**config.mk**
```make
export PLATFORM = sky130hd
export DESIGN_NAME = fb_write_dma_flat
export DESIGN_NICKNAME = d
export VERILOG_FILES = /design/src/rtl/fb_write_dma_if.sv /design/src/rtl/fb_write_dma.sv /design/src/flat_wrapper.sv
export SDC_FILE = /design/constraint.sdc
export NUM_CORES = 1
export LEC_CHECK = 0
export CORE_MARGIN = 5
export CORE_UTILIZATION = 35
export DETAILED_ROUTE_END_ITERATION = 7
export PLACE_DENSITY = 0.53
export RECOVER_POWER = 25
export SLEW_MARGIN = 20
export SYNTH_ARGS = -nofsm -noshare
export SYNTH_HDL_FRONTEND = slang
export SYNTH_SLANG_ARGS = --single-unit
```
**constraint.sdc**
```tcl
create_clock -name clk -period 13.7 [get_ports clk]
set_input_delay 4.11 -clock clk [delete_from_list [all_inputs] [get_ports clk]]
set_output_delay 4.11 -clock clk [all_outputs]
set_load 0.01 [all_outputs]
```
**src/rtl/fb_write_dma_if.sv**
```systemverilog
// Pixel-stream input and Req/Gnt SDRAM write bus of the framebuffer write engine.
// master = the DMA engine, slave = the pixel source / SDRAM controller side.
interface fb_write_dma_if #(
    parameter int PIX_W  = 4,
    parameter int WORD_W = 16,
    parameter int ADDR_W = 18
);
    logic              i_pix_valid;
    logic              o_pix_ready;
    logic [PIX_W-1:0]  i_pix_data;
    logic              o_wr_req;
    logic              i_wr_gnt;
    logic [ADDR_W-1:0] o_wr_addr;
    logic [WORD_W-1:0] o_wr_data;

    modport master (
        input  i_pix_valid, i_pix_data, i_wr_gnt,
        output o_pix_ready, o_wr_req, o_wr_addr, o_wr_data
    );

    modport slave (
        output i_pix_valid, i_pix_data, i_wr_gnt,
        input  o_pix_ready, o_wr_req, o_wr_addr, o_wr_data
    );
endinterface

```
**src/rtl/fb_write_dma.sv**
```systemverilog
// Packs PIX_W pixels into WORD_W words, queues them and issues Req/Gnt SDRAM writes; FB_WRITE_DMA_STATS_EN adds o_drop_cnt.
// Latency: word push -> o_wr_req next cycle; backpressure: o_pix_ready low only on the final lane while the FIFO is full.
module fb_write_dma #(
    parameter int                PIX_W       = 4,
    parameter int                WORD_W      = 16,
    parameter int                FIFO_AW     = 2,
    parameter int                ADDR_W      = 18,
    parameter int                FRAME_WORDS = 39312,
    parameter logic [ADDR_W-1:0] BUF0_BASE   = 18'h00000,
    parameter logic [ADDR_W-1:0] BUF1_BASE   = 18'h10000
) (
    input  logic            clk,
    input  logic            rst,
    input  logic            i_frame_start,
    fb_write_dma_if.master  bus,
    output logic            o_frame_done,
    output logic            o_overflow,
    output logic            o_disp_buf
`ifdef FB_WRITE_DMA_STATS_EN
    ,
    output logic [15:0]     o_drop_cnt
`endif
);
    localparam int PPW    = WORD_W / PIX_W;
    localparam int LANE_W = (PPW > 1) ? $clog2(PPW) : 1;
    localparam int DEPTH  = 2 ** FIFO_AW;
    localparam int CNT_W  = $clog2(FRAME_WORDS + 1);
    localparam int SUM_W  = ((CNT_W > FIFO_AW) ? CNT_W : FIFO_AW) + 2;
    localparam logic [LANE_W-1:0] LAST_LANE = LANE_W'(PPW - 1);

    typedef enum logic {S_IDLE, S_REQ} state_t;

    state_t              state_q;
    logic [LANE_W-1:0]   lane_q;
    logic [WORD_W-1:0]   pack_q;
    logic [WORD_W-1:0]   fifo_q [DEPTH];
    logic [FIFO_AW-1:0]  rd_ptr_q, wr_ptr_q;
    logic [FIFO_AW:0]    fifo_cnt_q;
    logic [CNT_W-1:0]    word_cnt_q, word_cnt_d;
    logic                wr_buf_q, frame_cmpl_q;
    logic                req_q, done_q, ovf_q, disp_q;
    logic [ADDR_W-1:0]   addr_q;
    logic [WORD_W-1:0]   data_q;
    logic [WORD_W-1:0]   pack_d;
    logic [SUM_W-1:0]    queued;
    logic                fifo_full, fifo_empty, frame_full;
    logic                pix_rdy, accept, word_done, push, drop, pop;
    logic                gnt_ok, last_gnt;
    logic [ADDR_W-1:0]   base;

    assign fifo_full  = (fifo_cnt_q == (FIFO_AW+1)'(DEPTH));
    assign fifo_empty = (fifo_cnt_q == '0);
    // Words already committed to this frame: granted, queued, or waiting in the request register.
    assign queued     = SUM_W'(word_cnt_q) + SUM_W'(fifo_cnt_q) + SUM_W'(req_q);
    assign frame_full = (queued >= SUM_W'(FRAME_WORDS));

    assign pix_rdy    = ~rst & ~i_frame_start & ((lane_q != LAST_LANE) | ~fifo_full | frame_full);
    assign accept     = bus.i_pix_valid & pix_rdy;
    assign word_done  = accept & (lane_q == LAST_LANE);
    assign push       = word_done & ~frame_full;
    assign drop       = word_done & frame_full;

    assign gnt_ok     = req_q & bus.i_wr_gnt;
    assign last_gnt   = gnt_ok & (word_cnt_q == CNT_W'(FRAME_WORDS - 1));
    assign pop        = ~i_frame_start & ~fifo_empty & (~req_q | bus.i_wr_gnt);
    assign word_cnt_d = word_cnt_q + CNT_W'(gnt_ok);
    assign base       = wr_buf_q ? BUF1_BASE : BUF0_BASE;

    always_comb begin
        pack_d = pack_q;
        pack_d[lane_q*PIX_W +: PIX_W] = bus.i_pix_data;
    end

    always_ff @(posedge clk) begin
        if (push) begin
            fifo_q[wr_ptr_q] <= pack_d;
        end
    end

`ifdef FB_WRITE_DMA_STATS_EN
    logic [15:0] drop_q;
    always_ff @(posedge clk) begin
        if (rst || i_frame_start) begin
            drop_q <= '0;
        end else if (drop && drop_q != 16'hFFFF) begin
            drop_q <= drop_q + 16'd1;
        end
    end
    assign o_drop_cnt = drop_q;
`endif

    always_ff @(posedge clk) begin
        if (rst) begin
            state_q      <= S_IDLE;
            lane_q       <= '0;
            pack_q       <= '0;
            rd_ptr_q     <= '0;
            wr_ptr_q     <= '0;
            fifo_cnt_q   <= '0;
            word_cnt_q   <= '0;
            wr_buf_q     <= 1'b0;
            frame_cmpl_q <= 1'b0;
            req_q        <= 1'b0;
            addr_q       <= '0;
            data_q       <= '0;
            done_q       <= 1'b0;
            ovf_q        <= 1'b0;
            disp_q       <= 1'b1;
        end else begin
            // A grant in the frame_start cycle still belongs to the old frame.
            done_q <= last_gnt;
            if (last_gnt) begin
                disp_q <= wr_buf_q;
            end
            if (i_frame_start) begin
                state_q      <= S_IDLE;
                lane_q       <= '0;
                pack_q       <= '0;
                rd_ptr_q     <= '0;
                wr_ptr_q     <= '0;
                fifo_cnt_q   <= '0;
                word_cnt_q   <= '0;
                req_q        <= 1'b0;
                ovf_q        <= 1'b0;
                frame_cmpl_q <= 1'b0;
                if (frame_cmpl_q || last_gnt) begin
                    wr_buf_q <= ~wr_buf_q;
                end
            end else begin
                if (accept) begin
                    lane_q <= word_done ? '0 : lane_q + 1'b1;
                    pack_q <= word_done ? '0 : pack_d;
                end
                if (push) begin
                    wr_ptr_q <= wr_ptr_q + 1'b1;
                end
                if (pop) begin
                    rd_ptr_q <= rd_ptr_q + 1'b1;
                end
                fifo_cnt_q <= fifo_cnt_q + (FIFO_AW+1)'(push) - (FIFO_AW+1)'(pop);
                if (drop) begin
                    ovf_q <= 1'b1;
                end
                word_cnt_q <= word_cnt_d;
                if (last_gnt) begin
                    frame_cmpl_q <= 1'b1;
                end
                case (state_q)
                    S_IDLE: begin
                        if (pop) begin
                            data_q  <= fifo_q[rd_ptr_q];
                            addr_q  <= base + ADDR_W'(word_cnt_q);
                            req_q   <= 1'b1;
                            state_q <= S_REQ;
                        end
                    end
                    S_REQ: begin
                        if (bus.i_wr_gnt) begin
                            if (pop) begin
                                data_q <= fifo_q[rd_ptr_q];
                                addr_q <= base + ADDR_W'(word_cnt_d);
                            end else begin
                                req_q   <= 1'b0;
                                state_q <= S_IDLE;
                            end
                        end
                    end
                    default: state_q <= S_IDLE;
                endcase
            end
        end
    end

    assign bus.o_pix_ready = pix_rdy;
    assign bus.o_wr_req    = req_q;
    assign bus.o_wr_addr   = addr_q;
    assign bus.o_wr_data   = data_q;
    assign o_frame_done    = done_q;
    assign o_overflow      = ovf_q;
    assign o_disp_buf      = disp_q;
endmodule

```
**src/flat_wrapper.sv**
```systemverilog
// flat-port wrapper written by rule: the top's interface ports become plain ports
module fb_write_dma_flat 
#(
    parameter int                PIX_W       = 4,
    parameter int                WORD_W      = 16,
    parameter int                FIFO_AW     = 2,
    parameter int                ADDR_W      = 18,
    parameter int                FRAME_WORDS = 39312,
    parameter logic [ADDR_W-1:0] BUF0_BASE   = 18'h00000,
    parameter logic [ADDR_W-1:0] BUF1_BASE   = 18'h10000
)
  (clk, rst, i_frame_start, o_frame_done, o_overflow, o_disp_buf, bus_i_pix_valid, bus_i_pix_data, bus_i_wr_gnt, bus_o_pix_ready, bus_o_wr_req, bus_o_wr_addr, bus_o_wr_data);
  fb_write_dma_if #(.PIX_W(PIX_W), .WORD_W(WORD_W), .ADDR_W(ADDR_W)) bus_i ();
  input  logic clk;
  input  logic rst;
  input  logic i_frame_start;
  output logic o_frame_done;
  output logic o_overflow;
  output logic o_disp_buf;
  input wire logic [$bits(bus_i.i_pix_valid)-1:0] bus_i_pix_valid;
  input wire logic [$bits(bus_i.i_pix_data)-1:0] bus_i_pix_data;
  input wire logic [$bits(bus_i.i_wr_gnt)-1:0] bus_i_wr_gnt;
  output wire logic [$bits(bus_i.o_pix_ready)-1:0] bus_o_pix_ready;
  output wire logic [$bits(bus_i.o_wr_req)-1:0] bus_o_wr_req;
  output wire logic [$bits(bus_i.o_wr_addr)-1:0] bus_o_wr_addr;
  output wire logic [$bits(bus_i.o_wr_data)-1:0] bus_o_wr_data;
  assign bus_i.i_pix_valid = bus_i_pix_valid;
  assign bus_i.i_pix_data = bus_i_pix_data;
  assign bus_i.i_wr_gnt = bus_i_wr_gnt;
  assign bus_o_pix_ready = bus_i.o_pix_ready;
  assign bus_o_wr_req = bus_i.o_wr_req;
  assign bus_o_wr_addr = bus_i.o_wr_addr;
  assign bus_o_wr_data = bus_i.o_wr_data;
  fb_write_dma #(.PIX_W(PIX_W), .WORD_W(WORD_W), .FIFO_AW(FIFO_AW), .ADDR_W(ADDR_W), .FRAME_WORDS(FRAME_WORDS), .BUF0_BASE(BUF0_BASE), .BUF1_BASE(BUF1_BASE)) u_core (.clk(clk), .rst(rst), .i_frame_start(i_frame_start), .bus(bus_i), .o_frame_done(o_frame_done), .o_overflow(o_overflow), .o_disp_buf(o_disp_buf));
endmodule
```
==> out/qor.txt <==
pwr dens: 112 mW/mm^2
CP Buf/Inv Count: 4
Critical Path AT: 7.10 ns
Post-synth EDFFs: 64
Fin Clk Skew: 0.0122 ns
cell row count: 51
total power: 0.920 mW
outcome: complete, but fails checks
syn nets: 684
Die Height: 151 um
PortBufs: 46
critical path class: in -> out
clk buf depth: 2
H-tree depth: 4
Setup Viol. Count Final: 0
internal cell power: 0.727 mW
DP Area: 0.00764 sq mm
Clock Sink Count: 147
number of fill cells: 1,866
Cells after DPL: 931
initial antenna violation count: 0
worst slack at placement: 3.66 ns
GRT Total Usage: 14.6%
full die area: 0.0228 sq mm
initial core utilization: 35.7%
setup tns final: 0 ns
postcts setup bufs: 0
Routed Antenna Nets: 0
fin area: 0.00820 sq mm
top post-synthesis cells by area: edfxtp_1, dfxtp_1, mux4_2
Top delay family on crit path: buffers and inverters
routability cong.: 0.839
Max-slew headroom: -18.1%
initial drt markers: 304
Post-route DRC: 0
Slew Viols, Final: 39
Clk pwr share: 48.5%
Psw: 0.193 mW
WL final: 16,000 um
met2 wire length: 7090 um
Hold Crit Class: reg -> reg
Peak supply drop: 0.0000807 V
CP max stage cell: clkbuf_1
CTS root buffer: clkbuf_16
nets: 716
cells along the critical path: clkdlybuf4s50_1, clkbuf_1, nor2_1, clkbuf_1, o31a_1, clkdlybuf4s50_1
P&R area growth vs syn: 17.8%
CTS clk-pin slew, worst paths: 0.06 ns
vias per cell: 5.11
Achievable Freq: 89.2 MHz
WP data required: 9.59 ns
Startpoint Class: input pin
hold_buf cts: 0
top layer in use: met4
post-route minimum period: 11.21 ns
top cell type's share of synthesized area: 27.6%
failing checks: capacitance limit, slew limit
Main synth FF type: dfxtp_1
first-pass GRT wire length: 25,800 um
estimated wirelength of the detail-placed design: 11,200 um
Lkg Pwr: 2.66 nW
CP Max Fanout: 38
final-report hold violation count: 0
wire length on met1: 7920 um
dominant cell type by area after synthesis: edfxtp_1
Tcrit/Tclk final: 81.8%
share of layout cells above drive strength 1: 9.03%
Worst path max stage delay: 1.27 ns
Antenna Cells: 0
Avg WL per Cell: 16.6 um
worst skew pair latency: 0.42 ns
asr flop ratio synth: 0%
power share of the sequential group: 49.6%
post-synth cell types: 70
TritonCTS clock tree: yes
max-cap viol count: 1
Layout Cells excl Fill: 963
Die W: 151 um
total number of yosys warnings: 0
sequential fraction of the synthesis area: 51.5%
Reg area: 0.00358 sq mm
sw frac: 20.9%
Syn Inst Count: 653
PostCTS Resize Cnt: 0
via count: 4,920
largest net degree at the start of global routing: 39
Worst setup EP type: primary output
flops & latches, synth: 147
worst-margin pin slew: 1.77 ns
commonest non-fill, non-tap cell in the layout: dfxtp_1
vias in the first global route: 4,919
CORE AREA: 0.0195 sq mm
PnR worst setup slack: 2.49 ns
RSZ-0062 raised after global routing: no
GR Overflow Total: 0
most frequent cells in the layout: dfxtp_1, nand2_1, edfxtp_1
CTS Buf Count: 17
Mapped Area: 0.00696 sq mm
# IOs: 48
logic gate share of total power: 1.9%
met3 wire length: 787 um
syn_area_per_cell: 10.7 sq um
area of the multi-input gates: 0.00310 sq mm
drt first pass iters: 5
## synthesized netlist by cell type (3+ instances only)
library cell  instances
xnor2_1              24
buf_2                 5
dfxtp_1              83
nand4_1              13
nor4_1                5
o21ai_0              21
buf_1                 6
nand2_1              64
nand2b_1              4
mux2i_1               6
nor3_1               15
a211oi_1             17
nand3_1              24
nor2_1               60
nor2b_1              10
a32o_1               13
o311a_1               3
o31ai_1               3
and3_1                7
mux4_2               16
xor2_1               22
clkbuf_1             25
and2_1               11
ha_1                 20
a21oi_1              26
inv_1                32
edfxtp_1             64
## final cells by class
class,instances,area share (%)
flip-flops and latches,147,43.7
repair buffers,52,6.07
clock inverters,10,1.20
inverters,32,1.46
well taps,265,4.04
multi-input cells,435,37.8
clock buffers,22,5.78
## flip-flops by register name, indices dropped and copies added, names as in the netlist, 2 cells and up, named ones only
signal,flops
u_core.fifo_q,64
u_core.bus.o_wr_addr,17
u_core.bus.o_wr_data,16
u_core.pack_q,16
u_core.word_cnt_q,16
u_core.fifo_cnt_q,3
u_core.lane_q,2
u_core.rd_ptr_q,2
u_core.wr_ptr_q,2
## kinds of logic (layout without fill, tap and decap cells)
| family | count (synthesis) | after routing | synth area share (%) |
|---|---|---|---|
| xor gates and xnor gates | 46 | 46 | 5.79 |
| buffers and inverters | 71 | 116 | 4.13 |
| and+or+nand+nor | 232 | 232 | 16.6 |
| adders and majority gates | 22 | 22 | 4.17 |
| muxes | 22 | 22 | 6.04 |
| DFF | 147 | 147 | 51.5 |
| AOI/OAI and AO/OA | 112 | 112 | 11.8 |
| other | 1 | 1 | 0.0539 |
## worst min-delay path: cells and delay by family (launching register included)
| kind | cells | cell delay, ns |
|---|---|---|
| flip-flops | 1 | 0.29 |
| buffers and inverters | 1 | 0.06 |
| AND/OR/NAND/NOR | 1 | 0.05 |
## final timing paths
path                                           start                    to  slack, ns  depth (start not counted)
worst max register to register  u_core.fifo_cnt_q[0]  u_core.fifo_cnt_q[2]       8.79                         15
worst max-delay path                             rst       bus_o_pix_ready       2.49                          6
worst min-delay path               u_core.pack_q[14]     u_core.pack_q[14]       0.45                          2
worst min register to register     u_core.pack_q[14]     u_core.pack_q[14]       0.45                          2
## layer usage
layer	vias up	track usage, %
met1	2392	20.8
met5	-	0
met4	0	5.03
li1	2419	-
met3	8	3.32
met2	101	22.1
## metrics by stage
stage          utilization, %  hold WS [ns]
2_1_floorplan               -         0.419
3_3_place_gp             39.1         0.432
3_5_place_dp             39.1         0.434
4_1_cts                  42.1         0.444
5_1_grt                  42.0         0.463
6_report                 42.0         0.446
## power by group through the flow
stage	combinational [mW]	clock, mW	sequential [mW]
6_report	0.0177	0.446	0.456
4_1_cts	0.0185	0.456	0.456
5_1_grt	0.0198	0.475	0.456
2_1_floorplan	0.0113	0	0.465
3_3_place_gp	0.0179	0	0.466
3_5_place_dp	0.0184	0	0.466
Note: power is estimated with default switching activity, not from simulation.
